`src/rtl/nco_cordic_phase_det.sv`:
```
// CORDIC vectoring phase detector: recovers NCO phase, magnitude and
// per-sample phase increment from signed sine/cosine pairs.
`timescale 1ns/1ps
module nco_cordic_phase_det #(
  parameter int mpr   = 18,
  parameter int apr   = 32,
  parameter int niter = 16
) (
  input  logic           clk,
  input  logic           reset_n,
  input  logic           clken,
  input  logic           in_valid,
  input  logic [mpr-1:0] fsin_i,
  input  logic [mpr-1:0] fcos_i,
  output logic [apr-1:0] phase_o,
  output logic [mpr:0]   mag_o,
  output logic [apr-1:0] phi_inc_o,
  output logic           out_valid,
  output logic           freq_valid
);

  localparam int W  = mpr + 2;
  localparam int SH = 32 - apr;

  localparam logic [31:0] ATAN [24] = '{
    32'h20000000, 32'h12E4051E, 32'h09FB385B, 32'h051111D4,
    32'h028B0D43, 32'h0145D7E1, 32'h00A2F61E, 32'h00517C55,
    32'h0028BE53, 32'h00145F2F, 32'h000A2F98, 32'h000517CC,
    32'h00028BE6, 32'h000145F3, 32'h0000A2FA, 32'h0000517D,
    32'h000028BE, 32'h0000145F, 32'h00000A30, 32'h00000518,
    32'h0000028C, 32'h00000146, 32'h000000A3, 32'h00000051
  };

  // Table is in 32-bit turn units; narrower phase words round it down.
  function automatic logic [apr-1:0] atan_c(input logic [4:0] i);
    logic [32:0] t;
    t = {1'b0, ATAN[i]} + ((33'd1 << SH) >> 1);
    t = t >> SH;
    return t[apr-1:0];
  endfunction

  logic signed [W-1:0] x_q [niter+1];
  logic signed [W-1:0] y_q [niter+1];
  logic [apr-1:0]      z_q [niter+1];
  logic signed [W-1:0] x_n [niter];
  logic signed [W-1:0] y_n [niter];
  logic [apr-1:0]      z_n [niter];
  logic [niter:0]      v_q;
  logic [niter:0]      zf_q;

  logic signed [W-1:0] cos_e, sin_e;
  logic signed [W-1:0] x0, y0;
  logic [apr-1:0]      z0;
  logic                zf0;

  assign cos_e = {{2{fcos_i[mpr-1]}}, fcos_i};
  assign sin_e = {{2{fsin_i[mpr-1]}}, fsin_i};
  assign zf0   = (fsin_i == '0) && (fcos_i == '0);

  // Fold the left half-plane onto the right so the rotations converge.
  always_comb begin
    x0 = cos_e;
    y0 = sin_e;
    z0 = '0;
    if (cos_e[W-1]) begin
      x0 = -cos_e;
      y0 = -sin_e;
      z0 = {1'b1, {(apr-1){1'b0}}};
    end
  end

  always_comb begin
    for (int i = 0; i < niter; i++) begin
      if (!y_q[i][W-1]) begin
        x_n[i] = x_q[i] + (y_q[i] >>> i);
        y_n[i] = y_q[i] - (x_q[i] >>> i);
        z_n[i] = z_q[i] + atan_c(5'(i));
      end else begin
        x_n[i] = x_q[i] - (y_q[i] >>> i);
        y_n[i] = y_q[i] + (x_q[i] >>> i);
        z_n[i] = z_q[i] - atan_c(5'(i));
      end
    end
  end

  always_ff @(posedge clk or negedge reset_n) begin
    if (!reset_n) begin
      for (int i = 0; i <= niter; i++) begin
        x_q[i] <= '0;
        y_q[i] <= '0;
        z_q[i] <= '0;
      end
      v_q  <= '0;
      zf_q <= '0;
    end else if (clken) begin
      x_q[0]  <= x0;
      y_q[0]  <= y0;
      z_q[0]  <= z0;
      v_q[0]  <= in_valid;
      zf_q[0] <= zf0;
      for (int i = 0; i < niter; i++) begin
        x_q[i+1] <= x_n[i];
        y_q[i+1] <= y_n[i];
        z_q[i+1] <= z_n[i];
      end
      v_q[niter:1]  <= v_q[niter-1:0];
      zf_q[niter:1] <= zf_q[niter-1:0];
    end
  end

  logic [apr-1:0] ph_n;
  logic [mpr:0]   mag_n;
  logic [apr-1:0] z_prev;
  logic           have_prev;
  logic           v_end;

  assign v_end = v_q[niter];
  assign ph_n  = zf_q[niter] ? '0 : z_q[niter];

  always_comb begin
    mag_n = x_q[niter][mpr:0];
    if (zf_q[niter] || x_q[niter][W-1]) mag_n = '0;
  end

  always_ff @(posedge clk or negedge reset_n) begin
    if (!reset_n) begin
      phase_o    <= '0;
      mag_o      <= '0;
      phi_inc_o  <= '0;
      out_valid  <= 1'b0;
      freq_valid <= 1'b0;
      z_prev     <= '0;
      have_prev  <= 1'b0;
    end else if (clken) begin
      phase_o    <= ph_n;
      mag_o      <= mag_n;
      phi_inc_o  <= ph_n - z_prev;
      out_valid  <= v_end;
      freq_valid <= v_end && have_prev;
      if (v_end) begin
        z_prev    <= ph_n;
        have_prev <= 1'b1;
      end
    end
  end

endmodule

```
`config.mk`:
```
export PLATFORM = sky130hd
export DESIGN_NAME = nco_cordic_phase_det
export DESIGN_NICKNAME = d
export VERILOG_FILES = /design/src/rtl/nco_cordic_phase_det.sv
export SDC_FILE = /design/constraint.sdc
export NUM_CORES = 2
export LEC_CHECK = 0
export ABC_CLOCK_PERIOD_IN_PS = 7300
export CAP_MARGIN = 15
export CORE_ASPECT_RATIO = 0.8
export CORE_UTILIZATION = 62
export CTS_CLUSTER_SIZE = 28
export DETAILED_ROUTE_END_ITERATION = 7
export PLACE_DENSITY = 0.88
export SETUP_SLACK_MARGIN = 0.3
export SYNTH_ARGS = -nofsm -noshare
export SYNTH_HDL_FRONTEND = slang
export SYNTH_SLANG_ARGS = --single-unit
```
`constraint.sdc`:
```
create_clock -name clk -period 7.3 [get_ports clk]
set_clock_uncertainty 0.2 [all_clocks]
set_input_delay 0.73 -clock clk [delete_from_list [all_inputs] [get_ports clk]]
set_output_delay 0.73 -clock clk [all_outputs]
set_load 0.01 [all_outputs]
```
==> impl_metrics.tcl <==
set metrics [dict create \
    outcome "completed" \
    async_flop_share 1.00 \
    drive_gt1_frac 0.103 \
    grt_setup_unrepaired "no" \
    maxCapViolations 0 \
    rr_worst_depth 12 \
    vias_per_cell 6.37 \
    ys_ff_latch 1251 \
    max_stage_delay_ns 1.04 \
    cp.required_ns 7.79 \
    cts.root.buffer_cell "clkbuf_16" \
    tritoncts "built" \
    cts.path.max_buffers 3 \
    synth-edff-count 0 \
    gr-usage-all-layers 0.311 \
    grt_use_met3 0.0428 \
    antenna_found_initial 3 \
    hold_viol_final 0 \
    dp_hpwl_mm 196 \
    num_vias 85300 \
    stdcell_area_um2 110000 \
    cts_made_buffers 137 \
    synth_cell_types 95 \
    netlist_area_um2 102000 \
    netlist_instances 11200 \
    yosys_warnings 0 \
    wl_per_cell_um 19.6 \
    drtAntennaViolNets 0 \
    io_pins 125 \
    port_buffers 124 \
    min_period_over_period 0.711 \
    final_nets 12300 \
    post_cts.repair.setup_buffers 0 \
    max_slew.worst_pin.slew_ns 1.17 \
    first_pass_iters 6 \
    drt_wl_total_mm 263 \
    cts.repair.resized 0 \
    die-height_um 365 \
    die_w_um 455 \
    slew_viol_final 0 \
    grt_pass1_wl_mm 428 \
    slew_headroom 0.218 \
    rows 132 \
    insertion_delay_ns 0.81 \
    hold_path_depth 2 \
    cp-end-kind "flip-flop" \
    synth.avg_cell_area_um2 9.13 \
    crit_chain "inv_1, ha_1, a21o_1, a21oi_1, o211ai_1, a221o_1, a311oi_1, o21ai_1, a31oi_1, o21ai_0, xnor2_1, mux2_2" \
    synthFlopType "dfrtp_1" \
    grt_use_met1 0.420 \
    cp_slowest_cell "dfrtp_2" \
    die_area_um2 166000 \
    hold_buffers 1 \
    clk_pin_slew_ns 0.08 \
    start_util 0.627 \
    synth.area.top_cells "dfrtp_1, ha_1, mux2_2, xnor2_1, a21oi_1" \
    synth_top_area_cell "dfrtp_1" \
    ys_seq_area_frac 0.307 \
    syn2layout_area_growth_pct 7.88 \
    crit_fanout 52 \
    fin_crit_ns 5.19 \
    drt_iter0_drc 8078 \
    yosysTopAreaCellShare 0.307 \
    tns_ns 0 \
    place_congestion 0.992 \
    drc 0 \
    cts_htree_levels 4 \
    use_met2 0.511 \
    syn_nets 12300 \
    grt_overflow_total 0 \
    place_ws_ns 2.24 \
    grt_pass1_vias 83500 \
    setup_viol_count_final 0 \
    cts_sinks 1251 \
    cp-start-kind "flip-flop" \
    core-area_um2 163000 \
    place_area_um2 105000 \
    grt_max_degree 208 \
    critPathKind "reg2reg" \
    top_usage_layer "met2" \
    finalWorstSetupSlack_ns 2.11 \
    critPathArrivalTime_ns 5.69 \
    hold_class "in2reg" \
    max_freq_mhz 193 \
]
==> Yosys cell counts (26+ instances only) <==
master / number
a211o_1: 41
nand3b_1: 29
or2_2: 34
xor2_1: 411
xnor2_1: 762
inv_1: 493
o31ai_1: 99
o41ai_1: 34
dfrtp_1: 1251
mux2_2: 781
nor3_1: 300
a21o_1: 413
nor2b_1: 155
nand3_1: 174
nand2b_1: 109
and3_1: 121
a221oi_1: 26
clkbuf_1: 290
a21boi_0: 35
nand2_1: 642
nand4_1: 72
o211ai_1: 56
ha_1: 1085
fa_1: 50
a31oi_1: 114
o21a_1: 129
nor4_1: 44
a21oi_1: 1047
mux2i_1: 72
a31o_2: 29
nor2_1: 916
o21ai_0: 560
buf_1: 44
o21bai_1: 126
or3_1: 78
a211oi_1: 82
and2_1: 53
==> worst paths after layout <==
path / start / to / slack (ns)
min in group asynchronous: reset_n / mag_o[2] / 0.31
max in group asynchronous: reset_n / v_q[0] / 4.41
setup reg to reg: y_q[259] / z_q[379] / 2.11
hold reg to reg: have_prev / have_prev / 0.26
hold / removal: clken / z_q[287] / 0.20
setup / recovery: y_q[259] / z_q[379] / 2.11
==> stage by stage <==
step                      hold WS, ns  utilization  std cells
after floorplan                 0.214            -      11200
after detailed placement        0.238        0.647      13100
after CTS                       0.165        0.676      13400
final                           0.197        0.676      13400
after global routing            0.217        0.676      13400
after global placement          0.226        0.647      13100
==> area by class of cell <==
class	instances	area, um2
timing repair buffer	177	1800
fill	12300	52600
multi-input combinational	9070	67400
inverter	498	1880
sequential	1251	31300
clock buffer	176	3790
antenna	1	2.50
tap	2144	2680
clock inverter	70	1000
==> worst max-delay path, delay by kind of cell (launching register included) <==
kind            cells  cell delay, ns
flops               1            1.04
buf+inv             1            0.70
xor+xnor            1            0.15
mux                 1            0.27
compound gates      8            2.21
fa+ha+maj           1            0.49
==> registers in the layout (all words and copies together) (netlist names), 17 cells and up <==
register and cells:
z_prev 32, z_q 455, mag_o 19, y_q 304, phi_inc_o 32, v_q 17
x_q 340, phase_o 32, zf_q 17
==> kinds of logic after synthesis <==
group	count (synthesis)	synth area share
xor+xnor	1173	0.101
flops	1251	0.307
buf+inv	833	0.0307
simple gates	2821	0.131
fa+ha+maj	1135	0.143
mux	853	0.0934
compound gates	3088	0.193
==> layer usage <==
layer	vias up	wire (um)
met5	-	0
met4	0	9400
met3	619	16700
met2	3037	122000
met1	41300	115000
li1	40300	-
==> cells in the final DEF (no fill, tap or decap), drive strengths merged, types with 122 or more instances in the layout <==
| master | instances |
|---|---|
| a21oi | 1048 |
| dfrtp | 1251 |
| nand3 | 174 |
| ha | 1085 |
| o21bai | 127 |
| inv | 507 |
| a21o | 413 |
| nand2 | 642 |
| xnor2 | 762 |
| nor2b | 155 |
| xor2 | 411 |
| nor2 | 916 |
| clkdlybuf4s50 | 122 |
| nor3 | 301 |
| o21ai | 584 |
| clkbuf | 177 |
| mux2 | 781 |
| o21a | 129 |
Power is not shown: default switching activity piles up to over one toggle a cycle in this logic, so the estimate is an artifact.
